<file path="src/rtl/keymgr_sideload_pkg.sv">
// Shared types and sizes for the sideload key loader.
// Contents: key geometry localparams, the packed hw_key_req_t bus
// {valid, key[1], key[0]} and the loader state enum.
package keymgr_sideload_pkg;
  localparam int KeyWidth  = 256;
  localparam int NumShares = 2;
  localparam int WordWidth = 32;
  localparam int NumWords  = NumShares * KeyWidth / WordWidth;
  localparam int CntWidth  = $clog2(NumWords);

  localparam logic [CntWidth-1:0] LastCnt = CntWidth'(NumWords - 1);

  typedef struct packed {
    logic                                valid;
    logic [NumShares-1:0][KeyWidth-1:0]  key;
  } hw_key_req_t;

  typedef enum logic [1:0] {
    StIdle,
    StLoad,
    StActive,
    StWipe
  } sideload_st_e;
endpackage

</file>
<file path="src/rtl/keymgr_sideload_fsm.sv">
// Control FSM for the sideload key loader.
// Owns the state register, the 4-bit slot counter and start/clr arbitration
// (clr always wins). Produces the word handshake ready, busy, the done and
// err pulses, and the write controls the key register file consumes.
// Ports:
//   clk, rst_n          clock, synchronous active-low reset
//   start, clr          new-load and wipe requests
//   word_valid          upstream word offered
//   state, cnt          current state and slot pointer
//   ready, busy         word accepted / LOAD-or-WIPE indication
//   done, err           registered one-cycle pulses
//   key_clr             zero every slot this cycle
//   word_we, ent_we     write word / entropy into slot cnt
module keymgr_sideload_fsm
  import keymgr_sideload_pkg::*;
(
  input  logic                clk,
  input  logic                rst_n,
  input  logic                start,
  input  logic                clr,
  input  logic                word_valid,
  output sideload_st_e        state,
  output logic [CntWidth-1:0] cnt,
  output logic                ready,
  output logic                busy,
  output logic                done,
  output logic                err,
  output logic                key_clr,
  output logic                word_we,
  output logic                ent_we
);

  always_ff @(posedge clk) begin
    if (!rst_n) begin
      state <= StIdle;
      cnt   <= '0;
      done  <= 1'b0;
      err   <= 1'b0;
    end else begin
      done <= 1'b0;
      // Words offered while not loading are dropped and flagged.
      err  <= word_valid && (state != StLoad);
      if (clr) begin
        state <= StWipe;
        cnt   <= '0;
      end else begin
        case (state)
          StIdle: begin
            if (start) begin
              state <= StLoad;
              cnt   <= '0;
            end
          end
          StLoad: begin
            // A restart beats the final handshake, so no done in that case.
            if (start) begin
              cnt <= '0;
            end else if (word_valid) begin
              cnt <= cnt + 1'b1;
              if (cnt == LastCnt) begin
                state <= StActive;
                done  <= 1'b1;
              end
            end
          end
          StActive: begin
            if (start) begin
              state <= StLoad;
              cnt   <= '0;
            end
          end
          StWipe: begin
            cnt <= cnt + 1'b1;
            if (cnt == LastCnt) state <= StIdle;
          end
          default: state <= StIdle;
        endcase
      end
    end
  end

  assign ready   = (state == StLoad);
  assign busy    = (state == StLoad) || (state == StWipe);
  // A wipe in progress ignores start, so it must not zero the slots either.
  assign key_clr = start && !clr && (state != StWipe);
  assign word_we = ready && word_valid && !start && !clr;
  assign ent_we  = (state == StWipe) && !clr;

endmodule

</file>
<file path="src/rtl/keymgr_sideload_loader.sv">
// Sideload key producer: assembles a two-share key from a 32-bit word
// stream into hw_key_req_t, and wipes it with entropy on request.
// Ports:
//   clk_i, rst_ni       clock, synchronous active-low reset
//   start_i, clr_i      begin new load / wipe key (pulses)
//   word_valid_i/ready  word handshake; word n lands in bits [n*32 +: 32]
//   word_i, entropy_i   load data / wipe data
//   key_o               {valid, key[1], key[0]}
//   busy_o, done_o, err_o  status
module keymgr_sideload_loader
  import keymgr_sideload_pkg::*;
(
  input  logic                   clk_i,
  input  logic                   rst_ni,
  input  logic                   start_i,
  input  logic                   clr_i,
  input  logic                   word_valid_i,
  output logic                   word_ready_o,
  input  logic [WordWidth-1:0]   word_i,
  input  logic [WordWidth-1:0]   entropy_i,
  output logic [512:0]           key_o,
  output logic                   busy_o,
  output logic                   done_o,
  output logic                   err_o
);

  sideload_st_e                      state;
  logic [CntWidth-1:0]               cnt;
  logic                              key_clr, word_we, ent_we;
  logic [NumWords-1:0][WordWidth-1:0] slots;
  hw_key_req_t                       req;

  keymgr_sideload_fsm u_fsm (
    .clk        (clk_i),
    .rst_n      (rst_ni),
    .start      (start_i),
    .clr        (clr_i),
    .word_valid (word_valid_i),
    .state      (state),
    .cnt        (cnt),
    .ready      (word_ready_o),
    .busy       (busy_o),
    .done       (done_o),
    .err        (err_o),
    .key_clr    (key_clr),
    .word_we    (word_we),
    .ent_we     (ent_we)
  );

  // Flat slot n maps to share n/8, bits (n%8)*32, i.e. key bits [n*32 +: 32].
  always_ff @(posedge clk_i) begin
    if (!rst_ni || key_clr) begin
      slots <= '0;
    end else if (word_we) begin
      slots[cnt] <= word_i;
    end else if (ent_we) begin
      slots[cnt] <= entropy_i;
    end
  end

  assign req.valid = (state == StActive);
  assign req.key   = slots;
  assign key_o     = req;

endmodule

</file>
<file path="config.mk">
export PLATFORM = sky130hd
export DESIGN_NAME = keymgr_sideload_loader
export DESIGN_NICKNAME = d
export VERILOG_FILES = /design/src/rtl/keymgr_sideload_pkg.sv /design/src/rtl/keymgr_sideload_fsm.sv /design/src/rtl/keymgr_sideload_loader.sv
export SDC_FILE = /design/constraint.sdc
export NUM_CORES = 1
export LEC_CHECK = 0
export ABC_CLOCK_PERIOD_IN_PS = 2580
export CORE_AREA = 2 2 229 231
export CTS_CLUSTER_DIAMETER = 40
export CTS_CLUSTER_SIZE = 25
export DETAILED_ROUTE_END_ITERATION = 8
export DIE_AREA = 0 0 231 233
export GPL_TIMING_DRIVEN = 0
export MAX_ROUTING_LAYER = met4
export PLACE_DENSITY = 0.76
export SYNTH_ARGS = -nofsm -noshare
export SYNTH_HDL_FRONTEND = slang
export SYNTH_HIERARCHICAL = 1
export SYNTH_SLANG_ARGS = --single-unit
</file>
<file path="constraint.sdc">
create_clock -name clk_i -period 2.58 [get_ports clk_i]
set_clock_uncertainty 0.05 [all_clocks]
set_input_delay 0.516 -clock clk_i [delete_from_list [all_inputs] [get_ports clk_i]]
set_output_delay 0.516 -clock clk_i [all_outputs]
set_load 0.01 [all_outputs]
</file>
; ---- Word level (Yosys, flattened, before mapping)
; Index checks and enable logic that the tools add are counted.
[word_totals]
reg_bits = 520
inputBits = 69
out_inout_bits = 517
word_cells = 77
[classes]
n_addsub = 1
n_lt_le_gt_ge = 2
eq_ne = 13
muxes = 18
bitwise_logic = 3
n_reduce_logical = 20
[ops]
columns = operator, count
row1 = 512-bit bitwise mux, 2
row2 = 512-bit 2-to-1 mux, 2
row3 = 32-bit demux with 4-bit select, 1
row4 = 32-bit 2-to-1 mux, 1
row5 = 2-bit 2-to-1 mux, 6
row6 = 4-bit 2-to-1 mux, 3
row7 = "3-bit != test, second input constant", 4
row8 = 4-bit one-hot mux with 3 select lines, 1
row9 = 1-bit logical AND, 8
row10 = 2-bit one-hot mux with 3 select lines, 1
row11 = "4-bit by 5-bit < comparator with 1-bit output, second input constant", 1
row12 = 5-bit AND reduction, 1
row13 = 5-bit OR reduction, 1
row14 = "4-bit by 1-bit adder with 4-bit output, second input constant", 1
row15 = "2-bit == test, second input constant", 2
row16 = "4-bit == test, second input constant", 1
row17 = "4-bit by 1-bit >= comparator with 1-bit output, second input constant", 1
row18 = "2-bit by 1-bit != test with 1-bit output, second input constant", 2
row19 = 2-bit OR reduction, 2
row20 = 1-bit logical NOT, 3
row21 = "3-bit by 1-bit != test with 1-bit output, second input constant", 1
row22 = "3-bit by 2-bit != test with 1-bit output, second input constant", 1
row23 = 1-bit NOT, 3
row24 = "2-bit by 1-bit == test with 1-bit output, second input constant", 1
row25 = other kinds (6), 7

; ---- Longest topological paths before layout
; Gate-level depths: netlist of the first run.
[depth]
word_depth = 7
mapped_depth = 11
ltp_nobuf = 6

; ---- Cells and area by module
; The synthesis of the first run kept the hierarchy.
[modules_own_cells]
columns = mod, instances, cells_each, area_each_um2, seq_area_each_um2
row1 = keymgr_sideload_loader, 1, 1780, 19084.6, 10249.8
row2 = keymgr_sideload_fsm, 1, 52, 427.9, 160.2

; ---- Least setup slack after synthesis of the first run
; Ideal clock, no wire load.
[synth_path]
path_kind = input port to flip-flop
startpoint = input word_valid_i
endpoint = register slots, in the netlist key_o[225]
setup_ns = 0.126
arrival_time_ns = 1.991
required_ns = 2.404
slack_ns = 0.412
cell_stages = 9
n_path_buf = 3
path_cell_list = nor2b_1 > nand2_1 > nor2_1 > buf_4 > buf_2 > mux2_2 > nand2_1 > buf_2 > mux2i_1
[synth_via]
elab_chain_len = 4
word_cells_on_any_way = 5
cone_classes = mux (1) / reduce/logical (4)
[synth_lines]
columns = item, line_no
row1 = start: declaration, keymgr_sideload_loader.sv:17  ; input logic word_valid_i,
row2 = 1-bit logical AND * (3 in series), keymgr_sideload_fsm.sv:86  ; assign word_we = ready && word_valid && !start && !clr;
row3 = named net word_we, keymgr_sideload_loader.sv:29  ; logic key_clr, word_we, ent_we;
row4 = 512-bit 2-to-1 mux or 2-bit nonzero test (tied branches), -
row5 = end signal: indexed assignment, keymgr_sideload_loader.sv:55  ; slots[cnt] <= word_i;
row6 = end signal: indexed assignment, keymgr_sideload_loader.sv:57  ; slots[cnt] <= entropy_i;
row7 = end: declaration, keymgr_sideload_loader.sv:30  ; logic [NumWords-1:0][WordWidth-1:0] slots;
; Mark *: on every way through the listed nets, which the timed path passes. The rest lies on a longest branch.
; A chain may end at the register's enable or synchronous reset.

; ---- Final worst setup path of the first run
[layout_path]
startpoint = input word_valid_i
endpoint = register slots, in the netlist key_o[195]
; The elaborated chain is that of the path after synthesis.

==> qor.csv, run 1 <==
metric,value,unit
outcome,"complete, no violations",
tritoncts.num_buffers,71,
power_density,674.1,nW/um^2
total_vias_in_the_final_route,15928,
place.detailed.hpwl,55410,um
wl,73990,um
timing.critical_path.required,3.00,ns
max-cap-violations,0,
synth_nets,1902,
power.share.sequential,0.410,
most-common-layout-cells,"sky130_fd_sc_hd__clkdlybuf4s50_1, sky130_fd_sc_hd__dfxtp_1, sky130_fd_sc_hd__nand2_1, sky130_fd_sc_hd__mux2i_1, sky130_fd_sc_hd__clkbuf_16",
post-route-period-util,0.9804,
max-slew-margin-rel,0.6865,
final_layout_size_suffix_gt1_frac,0.1410,
drt_drc_violations_left,0,
p_clk_frac,0.539,
worst-setup-path-type,input pin to register,
dr.pass1.iters,5,
report.final.setup_viol,0,
synth_adder_area_share,0.0006412,
worst_hold_slack,0.4055,ns
coreArea,51090,sq um
xor_xnor_share_of_the_synthesized_area,0,
fmax,0.3954,GHz
cell_count_after_synthesis,1832,
fp.dieH,233,um
grt.overflow.total,0,
dp_cells,3097,
cts_root_buf,sky130_fd_sc_hd__clkbuf_16,
cellLeakagePower,13.26,nW
antenna_found_initial,0,
synth_cell_type_count,36,
grt_setup_unrepaired,true,
grt_pass1_wl,107000,um
final_common_cell,sky130_fd_sc_hd__clkdlybuf4s50_1,
post_layout_nonfiller_instances,3226,
vias_per_cell,4.937,
combinational_family_with_the_most_area_after_synthesis,multiplexers,
final_nets,2560,
synth_sequential_area_ratio,0.5335,
crit_path_max_fanout,10,
comb_power_share,0.051,
fin_tns_setup,0,ns
grt_pass1_vias,16760,
synth_area,19510,sq um
synth-warning-count,6,
syn_area_per_cell,10.65,sq um
power.net_switching,4.671,mW
antennaDiodeCount,0,
core.rowCount,83,
boundaryPins,586,
max_vdd_drop,0.5300,mV
synth.ff_latch_count,520,
worst_slew_pin_slew,0.4698,ns
setup.worst_path.end_class,register,
numClockSinks,520,
cts_tree,yes,
cts.path.max_buffers,3,
buffer_ports.inserted,585,
utilization,0.5715,
post_synth_and_or_nand_nor_area_fraction,0.1267,
hold_viol,0,
timing_max_transition_violations_final,0,
clock_tree.htree_level_count,3,
synth.mux.area_fraction,0.2821,
fp.dieArea,53820,sq um
largest_net_degree_at_the_start_of_global_routing,17,
post_drt_wl_per_cell,22.93,um
fraction_of_power_spent_switching_nets,0.2373,
synth_compound_gate_area_share,0.004681,
internal_power,15.01,mW
area_growth_synth_to_finish,49.65,%
cts_clock_pin_slew_for_the_worst_setup_and_hold_paths,0.06,ns
min_path_type,register to register,
insertion_delay,0.59,ns
floorplan.die.width,231,um
grt.total_usage,0.2768,
critPathLaunchType,input pin,
initial_utilization,0.3819,
cp.arrival,2.95,ns
final_antenna_net_count,0,
gpl.final_weighted_congestion,0.8790,
drt_iter0_drc,646,
finalCriticalPeriod,2.529,ns
cts_hold_buf,0,
per-layer routing:
metal  routed length [um]  global-route usage
met2                35990              0.4611
met1                29340              0.3078
met3                 6053             0.08297
met5                    0                   -
met4                 2603              0.1181
final cells by class:
cell class                 instances  area (sq um)
buffer                           155          1246
clock buffer                      89          1978
clock inverter                    40         639.4
fill                            4304         21890
inverter                           3         11.26
multi-input combinational       1154          8209
sequential                       520         10410
tap                              680         850.8
timing repair buffer             585          5856
worst max-delay path: stages:
cell                              delay, ns
sky130_fd_sc_hd__clkdlybuf4s50_1       0.54
sky130_fd_sc_hd__nor2b_2               0.27
sky130_fd_sc_hd__nand2_1               0.08
sky130_fd_sc_hd__nor2_1                0.15
sky130_fd_sc_hd__buf_6                 0.21
sky130_fd_sc_hd__buf_6                 0.22
sky130_fd_sc_hd__mux2_2                0.36
sky130_fd_sc_hd__nand2_2               0.25
sky130_fd_sc_hd__buf_6                 0.24
sky130_fd_sc_hd__mux2i_1               0.10
sequential cells by signal (all words and copies together), names as in the netlist:
| register | flops |
|---|---|
| u_fsm/state | 2 |
| u_fsm/cnt | 4 |
| u_fsm/err | 1 |
| key_o | 512 |
| u_fsm/done | 1 |
power by group through the flow:
stage               clock network [mW]  registers, mW  logic [mW]
floorplan                            0           8.25       0.435
detailed placement                   0           8.25       0.939
global route                      11.1           8.07        1.06
CTS                               10.7           8.07       0.988
global placement                     0           8.25       0.927
finish                            10.6           8.07        1.01
synthesized netlist by cell type:
master | n | area [sq um]
sky130_fd_sc_hd__nand4_4 | 1 | 21.27
sky130_fd_sc_hd__and2b_1 | 1 | 7.510
sky130_fd_sc_hd__a21oi_1 | 3 | 15.01
sky130_fd_sc_hd__mux2_2 | 32 | 360.4
sky130_fd_sc_hd__a21boi_1 | 1 | 7.510
sky130_fd_sc_hd__buf_6 | 36 | 405.4
sky130_fd_sc_hd__ha_1 | 1 | 12.51
sky130_fd_sc_hd__mux2i_1 | 514 | 5145
sky130_fd_sc_hd__o211ai_1 | 3 | 22.52
sky130_fd_sc_hd__nand3b_1 | 2 | 15.01
sky130_fd_sc_hd__nand2b_1 | 2 | 12.51
sky130_fd_sc_hd__nor2_1 | 6 | 22.52
sky130_fd_sc_hd__nor2_2 | 1 | 6.260
sky130_fd_sc_hd__nor2b_1 | 8 | 50.05
sky130_fd_sc_hd__inv_1 | 3 | 11.26
sky130_fd_sc_hd__buf_8 | 1 | 15.01
sky130_fd_sc_hd__nor3_1 | 1 | 5.000
sky130_fd_sc_hd__and4_1 | 1 | 8.760
sky130_fd_sc_hd__and2b_4 | 2 | 20.02
sky130_fd_sc_hd__or2_1 | 1 | 6.260
sky130_fd_sc_hd__buf_2 | 66 | 330.3
sky130_fd_sc_hd__buf_1 | 3 | 11.26
sky130_fd_sc_hd__and3_1 | 1 | 6.260
sky130_fd_sc_hd__nand3_1 | 5 | 25.02
sky130_fd_sc_hd__nand4_2 | 2 | 25.02
sky130_fd_sc_hd__o21ai_0 | 3 | 15.01
sky130_fd_sc_hd__nor2_4 | 1 | 11.26
sky130_fd_sc_hd__and3_4 | 1 | 11.26
sky130_fd_sc_hd__clkbuf_1 | 32 | 120.1
sky130_fd_sc_hd__nand3_4 | 9 | 157.7
sky130_fd_sc_hd__o41a_1 | 1 | 11.26
sky130_fd_sc_hd__o211a_1 | 1 | 10.01
sky130_fd_sc_hd__a21bo_2 | 1 | 10.01
sky130_fd_sc_hd__dfxtp_1 | 520 | 10410
sky130_fd_sc_hd__buf_4 | 17 | 127.6
sky130_fd_sc_hd__nand2_1 | 549 | 2061
final timing paths:
path	from	to	slack [ns]	depth (start not counted)
worst min register to register	key_o[127]	key_o[127]	0.41	2
worst max-delay path	word_valid_i	key_o[195]	0.05	10
worst min-delay path	key_o[127]	key_o[127]	0.41	2
worst max register to register	u_fsm/state[0]	key_o[195]	0.05	10
cells by family after synthesis:
logic type	count (synthesis)
mux	546
buf+inv	158
compound gates	13
simple gates	594
flops	520
fa+ha+maj	1
per-stage QoR:
| stage | power, mW | setup WS [ns] | area [sq um] |
|---|---|---|---|
| 2_1_floorplan | 8.689 | 0.4124 | 19510 |
| 3_5_place_dp | 9.186 | -1.141 | 26220 |
| 6_report | 19.68 | 0.05068 | 29200 |
| 5_1_grt | 20.19 | -0.06060 | 29200 |
| 3_3_place_gp | 9.172 | -1.095 | 26220 |
| 4_1_cts | 19.78 | 0.008791 | 29040 |
what timing repair did:
action | CTS | global route
setup buffers | 0 | 0
endpoints found under the setup margin | 494 | 445
resized for setup | 91 | 58
Note: power is estimated with default switching activity, not from simulation.
==> run 2, diff against run 1 <==
--- a/config.mk
+++ b/config.mk
@@ -14,6 +14,7 @@
 export GPL_TIMING_DRIVEN = 0
 export MAX_ROUTING_LAYER = met4
 export PLACE_DENSITY = 0.76
+export SLEW_MARGIN = 40
 export SYNTH_ARGS = -nofsm -noshare
 export SYNTH_HDL_FRONTEND = slang
 export SYNTH_HIERARCHICAL = 1
==> results of run 2 <==
The final DEF is identical to that of run 1; final timing and power are the same.
==> run 3, diff against run 2 <==
--- a/config.mk
+++ b/config.mk
@@ -7,7 +7,6 @@
 export LEC_CHECK = 0
 export ABC_CLOCK_PERIOD_IN_PS = 2580
 export CORE_AREA = 2 2 229 231
-export CTS_CLUSTER_DIAMETER = 40
 export CTS_CLUSTER_SIZE = 25
 export DETAILED_ROUTE_END_ITERATION = 8
 export DIE_AREA = 0 0 231 233
==> run 3 against run 2 <==
Effect of this change: via count shrank 1.6%; die area is the same; flip-flop and latch count is the same; sequential share of layout area increased by 0.89 points; total power decreased by 12%; clock power is 22% lower; cell count shrank 1.1%; fmax rose by 0.36%; critical endpoint is now key_o[304]; largest cell class unchanged; highest routed layer unchanged.
==> qor.csv, run 3 (synthesized netlist as in run 1, its figures left out) <==
metric,value,unit,change
max-slew-margin-rel,0.6865,,about the same
critical_path.reg2reg.endpoint,key_o[304],,was key_o[195]
grt_pass1_wl,105400,um,"was 107,000 um"
vias_per_cell,4.908,,was 4.937
cp.arrival,2.93,ns,was 2.95 ns
crit_path_max_fanout,10,,unchanged
power_density,609.1,nW/um^2,was 674.1 nW/um^2
post_drt_wl_per_cell,22.86,um,was 22.93 um
fillerInstances,4416,,"was 4,304"
dr.pass1.iters,5,,unchanged
max_stage_delay,0.37,ns,was 0.54 ns
crit_path_top_delay_cell,sky130_fd_sc_hd__mux2_2,,was sky130_fd_sc_hd__clkdlybuf4s50_1
hold_viol,0,,unchanged
comb_power_share,0.059,,was 0.051
boundaryPins,586,,unchanged
cts_root_buf,sky130_fd_sc_hd__clkbuf_16,,unchanged
antenna_found_initial,0,,unchanged
grt_setup_unrepaired,true,,unchanged
fmax,0.3968,GHz,was 0.3954 GHz
met3_usage,0.08529,,was 0.08297
fraction_of_power_spent_switching_nets,0.2309,,was 0.2373
area_growth_synth_to_finish,46.00,%,was 49.65%
drt_drc_violations_left,0,,unchanged
cts_tree,yes,,unchanged
worst-r2r-setup-slack,0.06,ns,was 0.05 ns
gpl.final_weighted_congestion,0.8790,,unchanged
hp-start,key_o[127],,unchanged
critPathLaunchType,register,,was input pin
met1_usage,0.3043,,was 0.3078
grt.overflow.total,0,,unchanged
number_of_buffers_and_inverters_on_the_critical_path,4,,unchanged
coreArea,51090,sq um,unchanged
finalCriticalPeriod,2.520,ns,was 2.529 ns
crit_path_max_delay_family,buffers and inverters,,unchanged
core.rowCount,83,,unchanged
utilization,0.5575,,was 0.5715
tritoncts.num_buffers,54,,was 71
initial_utilization,0.3819,,unchanged
ff2ff_path_depth,10,,unchanged
clock_tree.htree_level_count,2,,was 3
floorplan.die.width,231,um,unchanged
fp.dieArea,53820,sq um,unchanged
grt.total_usage,0.2717,,was 0.2768
antennaDiodeCount,0,,unchanged
max_vdd_drop,0.4721,mV,was 0.5300 mV
report.final.setup_viol,0,,unchanged
final_nets,2543,,"was 2,560"
total_vias_in_the_final_route,15666,,"was 15,928"
place.detailed.hpwl,55410,um,unchanged
crit_chain,"buf_2, and2b_1, nand2_1, nor2_1, buf_6, buf_4, mux2_2, nand2_2, buf_6, mux2i_1",,"was clkdlybuf4s50_1, nor2b_2, nand2_1, nor2_1, buf_6, buf_6, mux2_2, nand2_2, buf_6, mux2i_1"
worst_hold_slack,0.4055,ns,about the same
timing.hold.worst_path_depth,2,,unchanged
worst-setup-path-type,register to register,,was input pin to register
p_clk_frac,0.476,,was 0.539
setup.worst_path.end_class,register,,unchanged
cpMostUsedCell,sky130_fd_sc_hd__buf_6,,unchanged
cellLeakagePower,12.95,nW,was 13.26 nW
busiest_layer,met2,,unchanged
max-cap-violations,0,,unchanged
worst_r2r_startpoint,u_fsm/state[0],,unchanged
numClockSinks,520,,unchanged
wl,72960,um,"was 73,990 um"
insertion_delay,0.60,ns,was 0.59 ns
internal_power,13.34,mW,was 15.01 mW
min_path_type,register to register,,unchanged
grt_pass1_vias,16325,,"was 16,760"
hold_end,key_o[127],,unchanged
timing.critical_path.required,2.99,ns,was 3.00 ns
final_layout_size_suffix_gt1_frac,0.1306,,was 0.1410
outcome,"complete, no violations",,unchanged
most-common-layout-cells,"sky130_fd_sc_hd__clkdlybuf4s50_1, sky130_fd_sc_hd__dfxtp_1, sky130_fd_sc_hd__nand2_1, sky130_fd_sc_hd__mux2i_1, sky130_fd_sc_hd__buf_6",,"was sky130_fd_sc_hd__clkdlybuf4s50_1, sky130_fd_sc_hd__dfxtp_1, sky130_fd_sc_hd__nand2_1, sky130_fd_sc_hd__mux2i_1, sky130_fd_sc_hd__clkbuf_16"
cts_post_setup_buffers_inserted,0,,unchanged
largest_register_ff_count,512,,unchanged
post-route-period-util,0.9768,,was 0.9804
power.share.sequential,0.465,,was 0.410
final_common_cell,sky130_fd_sc_hd__clkdlybuf4s50_1,,unchanged
worst_slew_pin_slew,0.4697,ns,was 0.4698 ns
timing_max_transition_violations_final,0,,unchanged
largest_net_degree_at_the_start_of_global_routing,15,,was 17
fp.dieH,233,um,unchanged
final_antenna_net_count,0,,unchanged
drt_iter0_drc,647,,was 646
cts_clock_pin_slew_for_the_worst_setup_and_hold_paths,0.06,ns,about the same
power.net_switching,4.007,mW,was 4.671 mW
buffer_ports.inserted,585,,unchanged
cts.path.max_buffers,3,,unchanged
met2_usage,0.4520,,was 0.4611
run 3: final cells by class:
class,count,area [sq um],share of cell area
flip-flops and latches,520,10410,0.3654
multi-input cells,1154,8224,0.2887
repair buffers,585,5856,0.2056
clock buffers,73,1563,0.05486
plain buffers,155,1251,0.04392
well taps,680,850.8,0.02987
clock inverters,22,321.6,0.01129
inverters,3,11.26,0.0003953
run 3: power groups by stage:
stage,Sequential [mW],Combinational (mW),Clock [mW]
CTS,8.07,0.987,8.35
global placement,8.25,0.927,0
floorplan,8.25,0.435,0
detailed placement,8.25,0.939,0
global route,8.07,1.07,8.66
finish,8.07,1.02,8.26
run 3: tightest hold or removal path: stages (launching register included):
cell                      delay, ns
sky130_fd_sc_hd__dfxtp_1       0.30
sky130_fd_sc_hd__nand2_1       0.05
sky130_fd_sc_hd__mux2i_1       0.05
run 3: per-stage QoR:
step                std cells  setup slack [ns]  power, mW  setup TNS (ns)  cell area (sq um)
floorplan                1832            0.4124      8.689               0              19510
global placement         3097            -1.095      9.172         -400.62              26220
detailed placement       3097            -1.141      9.186         -410.57              26220
CTS                      3192          0.001626      17.41               0              28310
global route             3192          -0.06130      17.80          -1.175              28490
finish                   3192           0.05979      17.35               0              28490
run 3: worst max path at each step:
stage	start	to	slack, ns	cells after the start
after floorplan	word_valid_i	key_o[225]	0.41	9
after global placement	word_valid_i	key_o[227]	-1.09	10
after detailed placement	word_valid_i	key_o[195]	-1.14	10
after CTS	u_fsm/state[0]	key_o[337]	0.002	9
after global routing	u_fsm/state[0]	key_o[504]	-0.06	9
final	u_fsm/state[0]	key_o[304]	0.06	10
run 3: repair_timing:
item / 4_1_cts / 5_1_grt
cloned: 0 / 0
pin swaps: 0 / 0
endpoints found under the setup margin: 501 / 439
hold buffers: 0 / 0
resized for setup: 92 / 60
run 3: per-layer routing:
| metal | vias up | wire, um |
|---|---|---|
| li1 | 7341 | - |
| met1 | 7585 | 29050 |
| met2 | 590 | 35240 |
| met3 | 150 | 5966 |
| met4 | 0 | 2701 |
| met5 | - | 0 |
==> variant, RTL diff (config.mk and constraints of run 3) <==
Set the package constant `WordWidth` to 64 (it was 32).
--- a/src/rtl/keymgr_sideload_pkg.sv
+++ b/src/rtl/keymgr_sideload_pkg.sv
@@ -4,7 +4,7 @@
 package keymgr_sideload_pkg;
   localparam int KeyWidth  = 256;
   localparam int NumShares = 2;
-  localparam int WordWidth = 32;
+  localparam int WordWidth = 64;
   localparam int NumWords  = NumShares * KeyWidth / WordWidth;
   localparam int CntWidth  = $clog2(NumWords);
 
Ports: changed (resized entropy_i and word_i); port bits go from 586 to 650. The function was not compared with the original's and may differ.
==> variant against run 3 <==
  * Routed wire length up 0.95%
  * Via count up 5.9%
  * Cell area up 1.3%
  * Hold slack better by 0.00067 ns
  * Non-clock buffer count up 55
  * Synthesized area down 1.4%
  * Largest cell class unchanged
  * Setup slack better by 0.050 ns
  * Sequential cell count down 1
  * Highest routed layer unchanged
  * Total power down 0.49%
==> variant: results <==
[placed_design]
dp_cells = 3183
dp_hpwl_microns = 54700
place_area_sq_um = 26600
port-buffer-count = 649
finalWeightedCongestion = 0.890

[routing]
drt_first_pass_iters = 5
viasPerCell = 5.03
dr.first_iter.drc_count = 904
num_vias = 16600
wl_per_cell_microns = 22.3

[synth]
synthFlopType = "dfxtp_1"
synth_fp_nets = 1989
avgSynthCellArea_sq_um = 10.4
synth_cell_types = 28
ys_top_cells_by_count = "dfxtp_1 (519), nand2_1 (519), mux2i_1 (449), clkbuf_1 (70), nand3_1 (67)"
yosysWarnings = 6
synthTopCellsByArea = "dfxtp_1 (54%), mux2i_1 (23%), nand2_1 (10%)"
ys_seq_area_share_pct = 54.0

[power]
vdd_ir_drop_max_mv = 0.525
p_leak_nw = 10.8
switching_share_pct = 23.1

[grt]
grt_pass1_wl_microns = 106000
grt_max_degree = 15
grt_pass1_vias = 16800
grtUsageTotal_pct = 27.1
antenna_found_initial = 3

[timing]
hold_slack_ns = 0.406
slew-limit-headroom_pct = 63.5

[clock_tree]
root_buffer = "clkbuf_16"
cts_inserted_buffers = 53
clockBufferDepth = 3
clock_latency_ns = 0.61
path_clk_slew_ns = 0.06

[hold_path]
min_from = "key_o[319]"
holdPathEnd = "key_o[319]"
hold_path_class = "reg2reg"
hold_path_depth = 2

[setup_path]
rr_startpoint = "u_fsm/state[0]"
r2r_cells = 9
reg2reg_slack_ns = 0.15
crit_fanout = 10
r2r-end = "key_o[333]"
crit_arrival_ns = 2.89

[outcome]
status = "completed"

[final_layout]
drive_above_1_share_pct = 13.2
fin_nets = 2707

[job]
maxCapViolCount = 0
## variant: changes by cell type after synthesis, sizes merged, moves of 32 or more
cell    delta
mux2i     -65
clkbuf    +38
nand3     +53
buf       -61
o21ai     +65
mux2      +32
## variant: logic make-up after synthesis
family	synth area share, %
flops	54.0
simple gates	12.9
mux	27.1
buf+inv	3.67
fa+ha+maj	0.130
compound gates	2.15
## variant: stage by stage
step | utilization (%) | worst slack, ns
detailed placement | 52.0 | -1.05
global placement | 52.0 | -1.03
floorplan | - | 0.325
finish | 56.5 | 0.110
global route | 56.5 | 0.00119
CTS | 56.3 | 0.00205
## variant: worst max-delay path, cell delays in order
cell and delay [ns]:
clkdlybuf4s50_1 0.55, and4bb_1 0.37, nor2b_4 0.25, buf_8 0.25
buf_6 0.23, mux2_2 0.36, nand2_2 0.22, mux2i_1 0.12
## variant: final cells by class
| cell class | count | area [sq um] |
|---|---|---|
| fill | 4408 | 22200 |
| clock inverter | 18 | 204 |
| timing repair buffer | 663 | 6690 |
| clock buffer | 81 | 1630 |
| buffer | 132 | 793 |
| tap | 680 | 851 |
| sequential | 519 | 10400 |
| antenna | 2 | 5.00 |
| multi-input combinational | 1203 | 8300 |
## variant: per-layer routing
layer | wire length (microns) | vias up | share of wire, % | global-route usage [%]
met1 | 29600 | 8027 | 40 | 31.3
li1 | - | 7681 | - | -
met2 | 35300 | 677 | 48 | 43.9
met5 | 0 | - | 0 | -
met4 | 3660 | 0 | 5.0 | 13.9
met3 | 5110 | 209 | 6.9 | 6.54
## variant: what timing repair did
action                                  4_1_cts  5_1_grt
resized for setup                            58       81
endpoints found under the setup margin      511      481
pin swaps                                     2        0
buffers inserted                             14        0
## variant: worst max-delay path by stage
stage	start	endpoint	cells after the start
finish	start_i	key_o[130]	8
global route	start_i	key_o[351]	8
CTS	start_i	key_o[178]	8
detailed placement	start_i	key_o[128]	8
global placement	clr_i	key_o[327]	8
floorplan	start_i	key_o[100]	7
## variant: power by group through the flow
stage / Clock, mW / Sequential, mW / Combinational, mW
global placement: 0 / 8.26 / 1.10
finish: 8.02 / 8.08 / 1.16
floorplan: 0 / 8.28 / 0.485
global route: 8.46 / 8.08 / 1.23
detailed placement: 0 / 8.26 / 1.11
CTS: 8.11 / 8.08 / 1.14
